## config.mk

```make
export PLATFORM = sky130hd
export DESIGN_NAME = mem_bus_dma_flat
export DESIGN_NICKNAME = d
export VERILOG_FILES = /design/src/rtl/mem_bus_dma_if.sv /design/src/rtl/mem_bus_dma.sv /design/src/flat_wrapper.sv
export SDC_FILE = /design/constraint.sdc
export NUM_CORES = 1
export LEC_CHECK = 0
export BUFFER_PORTS_ARGS = -buffer_cell sky130_fd_sc_hd__buf_2
export CAP_MARGIN = 0
export CORE_MARGIN = 5
export CORE_UTILIZATION = 45
export DETAILED_ROUTE_END_ITERATION = 10
export PLACE_DENSITY = 0.84
export REMOVE_ABC_BUFFERS = 1
export SETUP_SLACK_MARGIN = 0.2
export SLEW_MARGIN = 20
export SYNTH_ARGS = -nofsm -noshare
export SYNTH_HDL_FRONTEND = slang
export SYNTH_SLANG_ARGS = --single-unit
```

## constraint.sdc

```tcl
create_clock -name clk -period 3.3 [get_ports clk]
set_input_delay 0.33 -clock clk [delete_from_list [all_inputs] [get_ports clk]]
set_output_delay 0.33 -clock clk [all_outputs]
set_load 0.02 [all_outputs]
```

## src/rtl/mem_bus_dma_if.sv

```systemverilog
// Native memory bus: one master request channel, one responder completion.
// Master drives valid/wstrb/addr/wdata; responder returns ready/rdata.
interface mem_bus_dma_if #(
  parameter int ADDR_W = 10
);
  logic              mem_valid;
  logic              mem_ready;
  logic [3:0]        mem_wstrb;
  logic [ADDR_W-1:0] mem_addr;
  logic [31:0]       mem_wdata;
  logic [31:0]       mem_rdata;

  modport master (
    output mem_valid,
    output mem_wstrb,
    output mem_addr,
    output mem_wdata,
    input  mem_ready,
    input  mem_rdata
  );

  modport slave (
    input  mem_valid,
    input  mem_wstrb,
    input  mem_addr,
    input  mem_wdata,
    output mem_ready,
    output mem_rdata
  );
endinterface

```

## src/rtl/mem_bus_dma.sv

```systemverilog
// Word-copy DMA master on the native memory bus (read, gap, write, gap).
// Define MEM_DMA_TIMEOUT_EN to abort a stalled RD/WR after TIMEOUT_CYCLES.
module mem_bus_dma #(
  parameter int ADDR_W         = 10,
  parameter int LEN_W          = 8,
  parameter int TIMEOUT_CYCLES = 16
) (
  input  logic             clk,
  input  logic             resetn,
  input  logic             start,
  input  logic [ADDR_W-1:0] src_addr,
  input  logic [ADDR_W-1:0] dst_addr,
  input  logic [LEN_W-1:0]  len,
  output logic             busy,
  output logic             done,
  output logic             err,
  output logic [LEN_W-1:0]  xfer_count,
  mem_bus_dma_if.master    bus
);

  typedef enum logic [2:0] {
    IDLE, RD, RD_GAP, WR, WR_GAP, DONE
  } state_t;

  state_t            state_q, state_d;
  logic [ADDR_W-1:0] src_q, src_d;
  logic [ADDR_W-1:0] dst_q, dst_d;
  logic [ADDR_W-1:0] addr_q, addr_d;
  logic [LEN_W-1:0]  len_q, len_d;
  logic [LEN_W-1:0]  cnt_q, cnt_d;
  logic [31:0]       buf_q, buf_d;
  logic [3:0]        wstrb_q, wstrb_d;
  logic              valid_q, valid_d;
  logic              busy_q, busy_d;
  logic              done_q, done_d;
  logic              err_q, err_d;
  logic              tmo_hit;
  logic              unused_bits;

  assign unused_bits = ^{src_addr[1:0], dst_addr[1:0]};

`ifdef MEM_DMA_TIMEOUT_EN
  localparam int TW = $clog2(TIMEOUT_CYCLES + 1);
  logic [TW-1:0] tmo_q, tmo_d;

  always_comb begin
    tmo_hit = (tmo_q == TW'(TIMEOUT_CYCLES - 1));
    tmo_d   = '0;
    if (state_q == RD || state_q == WR)
      tmo_d = tmo_q + 1'b1;
  end

  always_ff @(posedge clk or negedge resetn) begin
    if (!resetn) tmo_q <= '0;
    else         tmo_q <= tmo_d;
  end
`else
  assign tmo_hit = 1'b0;
`endif

  always_comb begin
    state_d = state_q;
    src_d   = src_q;
    dst_d   = dst_q;
    addr_d  = addr_q;
    len_d   = len_q;
    cnt_d   = cnt_q;
    buf_d   = buf_q;
    wstrb_d = wstrb_q;
    valid_d = valid_q;
    busy_d  = busy_q;
    done_d  = 1'b0;
    err_d   = err_q;
    unique case (state_q)
      IDLE: begin
        busy_d = 1'b0;
        // busy_q is still high during the done cycle, so start is ignored
        if (start && !busy_q) begin
          src_d  = {src_addr[ADDR_W-1:2], 2'b00};
          dst_d  = {dst_addr[ADDR_W-1:2], 2'b00};
          len_d  = len;
          cnt_d  = '0;
          err_d  = 1'b0;
          busy_d = 1'b1;
          if (len == '0) begin
            state_d = DONE;
          end else begin
            state_d = RD;
            valid_d = 1'b1;
            wstrb_d = 4'h0;
            addr_d  = {src_addr[ADDR_W-1:2], 2'b00};
          end
        end
      end
      RD: begin
        if (bus.mem_ready) begin
          buf_d   = bus.mem_rdata;
          valid_d = 1'b0;
          state_d = RD_GAP;
        end else if (tmo_hit) begin
          valid_d = 1'b0;
          err_d   = 1'b1;
          state_d = DONE;
        end
      end
      RD_GAP: begin
        valid_d = 1'b1;
        wstrb_d = 4'hF;
        addr_d  = dst_q;
        state_d = WR;
      end
      WR: begin
        if (bus.mem_ready) begin
          valid_d = 1'b0;
          src_d   = src_q + ADDR_W'(4);
          dst_d   = dst_q + ADDR_W'(4);
          cnt_d   = cnt_q + 1'b1;
          state_d = WR_GAP;
        end else if (tmo_hit) begin
          valid_d = 1'b0;
          err_d   = 1'b1;
          state_d = DONE;
        end
      end
      WR_GAP: begin
        if (cnt_q == len_q) begin
          state_d = DONE;
        end else begin
          valid_d = 1'b1;
          wstrb_d = 4'h0;
          addr_d  = src_q;
          state_d = RD;
        end
      end
      DONE: begin
        done_d  = 1'b1;
        state_d = IDLE;
      end
      default: state_d = IDLE;
    endcase
  end

  always_ff @(posedge clk or negedge resetn) begin
    if (!resetn) begin
      state_q <= IDLE;
      src_q   <= '0;
      dst_q   <= '0;
      addr_q  <= '0;
      len_q   <= '0;
      cnt_q   <= '0;
      buf_q   <= '0;
      wstrb_q <= '0;
      valid_q <= 1'b0;
      busy_q  <= 1'b0;
      done_q  <= 1'b0;
      err_q   <= 1'b0;
    end else begin
      state_q <= state_d;
      src_q   <= src_d;
      dst_q   <= dst_d;
      addr_q  <= addr_d;
      len_q   <= len_d;
      cnt_q   <= cnt_d;
      buf_q   <= buf_d;
      wstrb_q <= wstrb_d;
      valid_q <= valid_d;
      busy_q  <= busy_d;
      done_q  <= done_d;
      err_q   <= err_d;
    end
  end

  assign bus.mem_valid = valid_q;
  assign bus.mem_wstrb = wstrb_q;
  assign bus.mem_addr  = addr_q;
  assign bus.mem_wdata = buf_q;
  assign busy          = busy_q;
  assign done          = done_q;
  assign err           = err_q;
  assign xfer_count    = cnt_q;

endmodule

```

## src/flat_wrapper.sv

```systemverilog
// flat-port wrapper written by rule: the top's interface ports become plain ports
module mem_bus_dma_flat 
#(
  parameter int ADDR_W         = 10,
  parameter int LEN_W          = 8,
  parameter int TIMEOUT_CYCLES = 16
)
  (clk, resetn, start, src_addr, dst_addr, len, busy, done, err, xfer_count, bus_mem_valid, bus_mem_wstrb, bus_mem_addr, bus_mem_wdata, bus_mem_ready, bus_mem_rdata);
  mem_bus_dma_if #(.ADDR_W(ADDR_W)) bus_i ();
  input  logic clk;
  input  logic resetn;
  input  logic start;
  input  logic [ADDR_W-1:0] src_addr;
  input  logic [ADDR_W-1:0] dst_addr;
  input  logic [LEN_W-1:0] len;
  output logic busy;
  output logic done;
  output logic err;
  output logic [LEN_W-1:0] xfer_count;
  output wire logic [$bits(bus_i.mem_valid)-1:0] bus_mem_valid;
  output wire logic [$bits(bus_i.mem_wstrb)-1:0] bus_mem_wstrb;
  output wire logic [$bits(bus_i.mem_addr)-1:0] bus_mem_addr;
  output wire logic [$bits(bus_i.mem_wdata)-1:0] bus_mem_wdata;
  input wire logic [$bits(bus_i.mem_ready)-1:0] bus_mem_ready;
  input wire logic [$bits(bus_i.mem_rdata)-1:0] bus_mem_rdata;
  assign bus_mem_valid = bus_i.mem_valid;
  assign bus_mem_wstrb = bus_i.mem_wstrb;
  assign bus_mem_addr = bus_i.mem_addr;
  assign bus_mem_wdata = bus_i.mem_wdata;
  assign bus_i.mem_ready = bus_mem_ready;
  assign bus_i.mem_rdata = bus_mem_rdata;
  mem_bus_dma #(.ADDR_W(ADDR_W), .LEN_W(LEN_W), .TIMEOUT_CYCLES(TIMEOUT_CYCLES)) u_core (.clk(clk), .resetn(resetn), .start(start), .src_addr(src_addr), .dst_addr(dst_addr), .len(len), .busy(busy), .done(done), .err(err), .xfer_count(xfer_count), .bus(bus_i));
endmodule
```

Word level (Yosys, flattened, before mapping) --
Cells that the tools add are included.
Storage, ports and cells: input port bits 64, logic and storage cells 70, register bits after elaboration 88, output and inout port bits 58
Operators by class: reductions and logical operators 14, add/subtract/negate cells 3, equality and inequality tests 12, muxes and demuxes 30
Operators by type and width (number):
- 10-bit 2-to-1 mux | 7
- 10-bit one-hot mux with 2 select lines | 2
- 10-bit one-hot mux with 3 select lines | 1
- 10-bit by 3-bit adder with 10-bit output (second input constant) | 2
- 8-bit 2-to-1 mux | 2
- 8-bit one-hot mux with 2 select lines | 1
- 3-bit 2-to-1 mux | 5
- 3-bit one-hot mux with 5 select lines | 1
- 4-bit 2-to-1 mux | 3
- 4-bit one-hot mux with 3 select lines | 1
- 8-bit by 1-bit adder with 8-bit output (second input constant) | 1
- 8-bit == test | 1
- 8-bit zero test | 1
- 2-bit != test (second input constant) | 4
- 3-bit by 2-bit == test with 1-bit output (second input constant) | 2
- 3-bit == test (second input constant) | 2
- 1-bit 2-to-1 mux | 6
- 3-bit AND reduction | 2
- 5-bit AND reduction | 1
- 2-bit by 1-bit != test with 1-bit output (second input constant) | 2
- 1-bit one-hot mux with 4 select lines | 1
- 2-bit AND reduction | 2
- 4-bit AND reduction | 1
- 4-bit nonzero test | 1
- other kinds (7) | 7

Logic depth before layout (Yosys ltp) --
Gate-level depths: netlist (run 1).
depth in word-level cells 4, gate-level depth with buffers 7

Least setup slack after synthesis (run 1) --
OpenSTA, ideal clock, no wires.
path kind register to register, start reg u_core.cnt_q[0], in the netlist u_core.xfer_count[0], end reg u_core.addr_q[3], in the netlist u_core.bus.mem_addr[3], required time 3.175 ns, data arrival time 1.964 ns, period minus slack after synthesis 2.089 ns, library setup time 0.125 ns, stages on the path, launching flop included 7, path slack 1.211 ns, cell sequence dfrtp_1 xor2_1 or4_1 nor3_1 or3_1 buf_4 mux2_2
On the way: word-level cells in the longest chain between the ends 3
Ends and longest elaborated chain:
- start: declaration | line mem_bus_dma.sv:30 | logic [LEN_W-1:0] cnt_q, cnt_d;
- start signal: assignment | line mem_bus_dma.sv:163 | cnt_q <= cnt_d;
- 8-bit == test | line mem_bus_dma.sv:126 | if (cnt_q == len_q) begin
- 2-bit != test (no line)
- 4-bit AND reduction (no line)
- end signal: assignment | line mem_bus_dma.sv:161 | addr_q <= addr_d;
- end: declaration | line mem_bus_dma.sv:28 | logic [ADDR_W-1:0] addr_q, addr_d;
Every way passes these cells. A chain may end at the register's enable or synchronous reset.

Worst setup path after layout (run 1) --
start reg u_core.state_q[2], end reg u_core.addr_q[2], in the netlist u_core.bus.mem_addr[2]
On the way: word-level cells in the longest chain between the ends 3, elaborated cells on any way between the ends 9
Ends and longest elaborated chain:
- start: declaration | line mem_bus_dma.sv:25 | state_t state_q, state_d;
- start signal: assignment | line mem_bus_dma.sv:158 | state_q <= state_d;
- 3-bit == test (tied with other cells) | line mem_bus_dma.sv:74 | unique case (state_q)
- 2-bit != test (no line) (tied with other cells)
- 4-bit AND reduction (no line)
Parallel ways exist; a longest one is shown, timed or not.

==> results.py, run 1 <==
metrics = {
    "die": {
        "ioPinCount": 122,
        "coreArea_um2": 8590,
        "die_w_um": 103,
        "fp-row-count": 34,
        "dieArea_um2": 10600,
        "die_y_um": 103,
        "initial_core_util_pct": 45.3,
    },
    "critical_path": {
        "worst-setup-path-type": "register to register",
        "r2r_slack_ns": 0.70,
        "crit_path_end_kind": "register",
        "cp.arrival_ns": 2.83,
        "cp-start-kind": "register",
        "critPathMaxFanout": 20,
        "worstPathRequired_ns": 3.53,
    },
    "global_route": {
        "grt_overflow": 0,
        "grt_start_max_net_pins": 81,
        "grt_pass1_wl_mm": 14.9,
        "track_usage_pct": 18.0,
        "grt_antenna_before_repair": 0,
        "grt_pass1_vias": 3105,
    },
    "run_status": {
        "violations": "negative hold slack",
        "status": "finished with violations",
    },
    "sta": {
        "rsz0062_at_grt": "no",
        "setup_tns_ns": 0,
        "worst_pin_slew_ns": 0.755,
        "worst_hold_slack_ns": -0.00761,
        "finalHoldViolCount": 3,
        "fin_crit_ns": 2.60,
        "setup_violations": 0,
        "clock_skew_ns": 0.0123,
        "clock.fmax_ghz": 0.384,
        "setup_slack_ns": 0.699,
        "relSlewSlack_pct": 49.6,
        "period_share_pct": 78.8,
        "maxSlewViolCount": 0,
    },
    "synthesis": {
        "synth_area_leaders": "dfrtp_1 51%, mux2_2 12%, nand2_1 6.7%",
        "synth-edff-count": 0,
        "synth_seq_area_share_pct": 51.4,
        "syn_area_um2": 3900,
        "yosys_warnings": 0,
        "synth_ff_type": "dfrtp_1",
        "yosysTopAreaCellShare_pct": 51.4,
        "yosys.area.top_type": "dfrtp_1",
        "ys_ff_latch": 80,
        "syn_inst": 380,
        "syn_avg_cell_area_um2": 10.3,
        "synth.distinct_cells": 39,
        "synthArstFlopShare_pct": 100,
    },
    "route": {
        "drc": 0,
        "vias": 3273,
        "drt_pass1_iterations": 5,
        "drt-total-wl_mm": 9.37,
        "drtAntennaViolNets": 0,
        "drtIter0Drc": 162,
        "wl_per_cell_um": 15.7,
        "viasPerCell": 5.47,
    },
    "placed_design": {
        "post-place-cells": 582,
        "gp_congestion": 0.871,
        "dp_hpwl_mm": 6.95,
        "place_area_um2": 4520,
        "pre_cts_slack_ns": 0.733,
        "port_buffers": 116,
    },
    "job": {
        "drv_cap": 0,
    },
    "clock_network": {
        "cts_resized": 0,
        "postCtsSetupRepairBufs": 0,
        "cts_buffer_depth": 2,
        "cts_root_buffer": "clkbuf_8",
        "cts_tree": "yes",
        "numCtsBuffers": 9,
        "htreeDepth": 3,
        "insertion_delay_ns": 0.35,
        "path_clk_slew_ns": 0.09,
        "hold_buffers": 0,
        "cts.sinks": 80,
    },
    "cells_and_area": {
        "areaGrowthSynthToFinish_pct": 22.0,
        "nets": 552,
        "post-route-util_pct": 55.3,
        "layout_common_cells": "115 x buf_2, 80 x dfrtp_1, 70 x nand2_1",
        "stdcell_area_um2": 4750,
        "final_cells": 598,
        "drive_gt1_share_pct": 37.1,
        "mostFrequentLayoutCell": "buf_2",
        "num_antenna_cells": 0,
    },
    "power_and_ir_drop": {
        "power_leakage_nw": 2.26,
        "power.density_nw_per_um2": 1040,
        "ir_drop_mv": 0.436,
    },
    "hold_path": {
        "hold_class": "input port to asynchronous set/reset pin",
    },
}
==> worst max-delay path: stages, from the launching register on <==
cell,delay [ns]
dfrtp_1,0.34
buf_4,0.23
inv_1,0.22
or4_1,0.52
nor3_1,0.36
or3_1,0.42
mux2_2,0.39
==> final cells by class <==
cell class                 count  area, um^2
clock inverter                 7         109
tap                          108         135
sequential                    80        2000
inverter                       2        7.51
multi-input combinational    271        1750
timing repair buffer         121         624
fill                         783        3840
clock buffer                   9         124
==> final timing paths <==
path / startpoint / endpoint / cells after the start
max in group asynchronous: resetn / u_core.bus.mem_addr[7] / 1
min in group clk: len[5] / u_core.len_q[5] / 3
max reg2reg: u_core.state_q[2] / u_core.bus.mem_addr[2] / 6
min: resetn / u_core.len_q[5] / 1
min reg2reg: u_core.bus.mem_valid / u_core.bus.mem_valid / 2
max: u_core.state_q[2] / u_core.bus.mem_addr[2] / 6
==> metrics by stage <==
stage          power (mW)  hold WS [ns]
5_1_grt              5.29        0.0575
6_report             4.93      -0.00761
3_3_place_gp         4.03         0.483
3_5_place_dp         4.14         0.487
4_1_cts              4.98         0.173
2_1_floorplan        3.37        0.0344
==> logic make-up (layout without fill, tap and decap cells) <==
| kind of cell | count (synthesis) | count (layout) | synth area share (%) |
|---|---|---|---|
| AO/OA/AOI/OAI | 70 | 70 | 11.8 |
| XOR/XNOR | 14 | 14 | 3.15 |
| adder cells (fa/ha/maj) | 3 | 3 | 0.963 |
| buffers and inverters | 29 | 139 | 3.76 |
| flip-flops | 80 | 80 | 51.4 |
| multiplexers | 41 | 41 | 11.8 |
| other | 1 | 1 | 0.0962 |
| AND/OR/NAND/NOR | 142 | 142 | 17.0 |
==> registers in the layout (all words and copies together) (netlist names) <==
signal	flops
u_core.dst_q	8
u_core.bus.mem_wdata	32
u_core.state_q	3
u_core.bus.mem_valid	1
u_core.len_q	8
u_core.bus.mem_addr	9
u_core.done	1
u_core.xfer_count	8
u_core.src_q	8
u_core.bus.mem_wstrb	1
u_core.busy	1
==> power breakdown <==
group          internal (mW)  leakage (nW)  switching, mW
clock network          0.443         0.118          0.386
registers               1.44         0.972          0.347
logic                  0.977          1.17           1.34
==> cell usage after synthesis, types with 7 or more instances <==
master / instances
xnor2_1: 7
o21ai_0: 17
nand2_1: 70
nor2_1: 13
dfrtp_1: 80
xor2_1: 7
mux2_2: 40
o22a_1: 8
and3_1: 11
a32oi_1: 7
nand3_1: 19
clkbuf_1: 14
o22ai_1: 17
a21oi_1: 13
==> per-layer routing <==
metal  vias up  part of all wire (%)  track usage [%]
li1       1557                     -                -
met1      1585                    41             23.3
met2       126                    48             29.6
met3         5                   9.8             5.41
met4         0                  0.83             4.68
met5         -                     0                0
(Power assumes the default switching activity.)
==> inputs of run 2 (changes only) <==
--- a/config.mk
+++ b/config.mk
@@ -10,7 +10,7 @@
 export CORE_MARGIN = 5
 export CORE_UTILIZATION = 45
 export DETAILED_ROUTE_END_ITERATION = 10
-export PLACE_DENSITY = 0.84
+export PLACE_DENSITY = 0.87
 export REMOVE_ABC_BUFFERS = 1
 export SETUP_SLACK_MARGIN = 0.2
 export SLEW_MARGIN = 20
==> constraint.sdc (replaced) <==
create_clock -name clk -period 2.3 [get_ports clk]
set_input_delay 0.23 -clock clk [delete_from_list [all_inputs] [get_ports clk]]
set_output_delay 0.23 -clock clk [all_outputs]
set_load 0.02 [all_outputs]
==> run 2 against run 1 <==
Compared with the run above:
- the run now ends clean
- die area is the same
- clock power is 17% higher
- flip-flop and latch count unchanged
- final area rose by 1.0%
- wire length rose by 2.4%
- final cell count is 2.0% higher
- first-iteration DRC count increased by 5.6%
- critical path depth is 1 higher
- largest power group unchanged
- highest routed layer unchanged
==> results.py, run 2 (synthesis gave the netlist of run 1 again) <==
metrics = {
    "run_status": {
        "status": "finished clean",
    },
    "critical_path": {
        "crit_family": "simple AND/OR/NAND/NOR gates",
        "worst-setup-path-type": "register to register",
        "cp-start-kind": "register",
        "critPathSlowestCell": "or4b_4",
        "crit_path_end_kind": "register",
        "cpMostUsedCell": "buf_4",
        "path_buf_inv": 2,
        "critPathMaxFanout": 15,
        "worstPathRequired_ns": 2.59,
        "cp.arrival_ns": 2.27,
        "cp_cell_sequence": "buf_4 > or4b_4 > a21oi_4 > buf_4 > o21ai_0 > nor2b_1 > a21oi_1",
        "critPathMaxStageDelay_ns": 0.53,
    },
    "placed_design": {
        "place_area_um2": 4590,
        "dp_hpwl_mm": 7.06,
        "port_buffers": 116,
        "gp_congestion": 0.898,
        "pre_cts_slack_ns": 0.164,
    },
    "global_route": {
        "grt_overflow": 0,
        "track_usage_pct": 18.6,
        "grt_pass1_vias": 3307,
        "grt_pass1_wl_mm": 15.5,
        "grt_antenna_before_repair": 1,
        "grt_start_max_net_pins": 81,
    },
    "cells_and_area": {
        "largest_reg_flops": 32,
        "mostFrequentLayoutCell": "buf_2",
        "areaGrowthSynthToFinish_pct": 23.3,
        "layout_common_cells": "115 x buf_2, 80 x dfrtp_1, 70 x nand2_1",
        "drive_gt1_share_pct": 38.7,
        "nets": 563,
        "stdcell_area_um2": 4800,
    },
    "clock_network": {
        "cts_buffer_depth": 2,
        "cts_tree": "yes",
        "cts_root_buffer": "clkbuf_8",
        "insertion_delay_ns": 0.36,
        "path_clk_slew_ns": 0.09,
        "htreeDepth": 3,
        "cts.sinks": 80,
        "numCtsBuffers": 9,
    },
    "die": {
        "fp-row-count": 34,
        "coreArea_um2": 8590,
        "ioPinCount": 122,
        "die_y_um": 103,
        "initial_core_util_pct": 45.3,
        "die_w_um": 103,
        "dieArea_um2": 10600,
    },
    "route": {
        "drt-total-wl_mm": 9.60,
        "viasPerCell": 5.46,
        "vias": 3332,
        "drt_pass1_iterations": 4,
        "drtIter0Drc": 171,
        "wl_per_cell_um": 15.7,
        "drtAntennaViolNets": 0,
        "drc": 0,
    },
    "sta": {
        "period_share_pct": 86.0,
        "clock_skew_ns": 0.00814,
        "relSlewSlack_pct": 53.0,
        "setup_violations": 0,
        "setup_slack_ns": 0.321,
        "maxSlewViolCount": 0,
        "rsz0062_at_grt": "no",
        "clock.fmax_ghz": 0.505,
        "finalHoldViolCount": 0,
        "fin_crit_ns": 1.98,
        "worst_hold_slack_ns": 0.0739,
        "worst_pin_slew_ns": 0.704,
    },
    "hold_path": {
        "hold_class": "input port to register",
    },
    "job": {
        "drv_cap": 0,
    },
    "power_and_ir_drop": {
        "ir_drop_mv": 0.667,
        "power_leakage_nw": 2.29,
        "power.density_nw_per_um2": 1460,
    },
}
-- run 2: cell count changes in the layout (fill, tap and decap cells not counted), sizes merged --
| cell | delta |
|---|---|
| bufinv | -2 |
| diode | +1 |
| dlygate4sd3 | +1 |
| inv | +1 |
| buf | +10 |
| clkinv | +1 |
-- run 2: worst register-to-register path: cells and delay by family (launching register included) --
family	cells	cell delay, ns
flip-flops	1	0.38
buffers and inverters	2	0.40
AND/OR/NAND/NOR	2	0.68
AO/OA/AOI/OAI	3	0.45
-- run 2: worst paths after layout --
| check | cells after the start | endpoint | startpoint | slack (ns) |
|---|---|---|---|---|
| worst max-delay path | 7 | u_core.src_q[4] | u_core.state_q[0] | 0.32 |
| worst min-delay path | 3 | u_core.len_q[3] | len[3] | 0.07 |
| worst max register to register | 7 | u_core.src_q[4] | u_core.state_q[0] | 0.32 |
| worst min register to register | 2 | u_core.bus.mem_valid | u_core.bus.mem_valid | 0.50 |
| max in group asynchronous | 2 | u_core.bus.mem_addr[8] | resetn | 1.36 |
| min in group asynchronous | 2 | u_core.xfer_count[7] | resetn | 0.48 |
-- run 2: cell type report --
class / instances / area [um^2]
repair buffers: 132 / 709
clock inverters: 7 / 60.1
inverters: 2 / 7.51
diodes: 1 / 2.50
multi-input cells: 271 / 1760
clock buffers: 9 / 124
flip-flops and latches: 80 / 2000
fillers: 766 / 3790
well taps: 108 / 135
-- run 2: power by group --
part,internal [mW],leakage [nW],total (mW),switching [mW]
registers,2.07,0.972,2.55,0.486
logic,1.50,1.22,3.47,1.98
clock network,0.414,0.0969,0.973,0.559
-- run 2: metal layers --
layer	part of all wire (%)	vias to the layer above	track usage, %
met4	0.71	0	5.08
met1	40	1599	22.1
li1	-	1587	-
met2	51	134	33.3
met5	0	-	0
met3	8.0	12	5.01
-- run 2: timing repair --
item,4_1_cts,5_1_grt
hold buffers,0,1
buffers inserted,0,0
pin swaps,0,0
endpoints found under the setup margin,8,8
resized for setup,1,1
endpoints found under the hold margin,0,80
-- run 2: per-stage QoR --
step | power [mW] | utilization [%] | instances | TNS, ns
2_1_floorplan | 4.83 | - | 353 | -41.29
3_3_place_gp | 5.87 | 53.5 | 592 | 0
3_5_place_dp | 6.04 | 53.5 | 592 | 0
4_1_cts | 7.05 | 55.6 | 608 | 0
5_1_grt | 7.52 | 55.9 | 610 | 0
6_report | 7.00 | 55.9 | 610 | 0
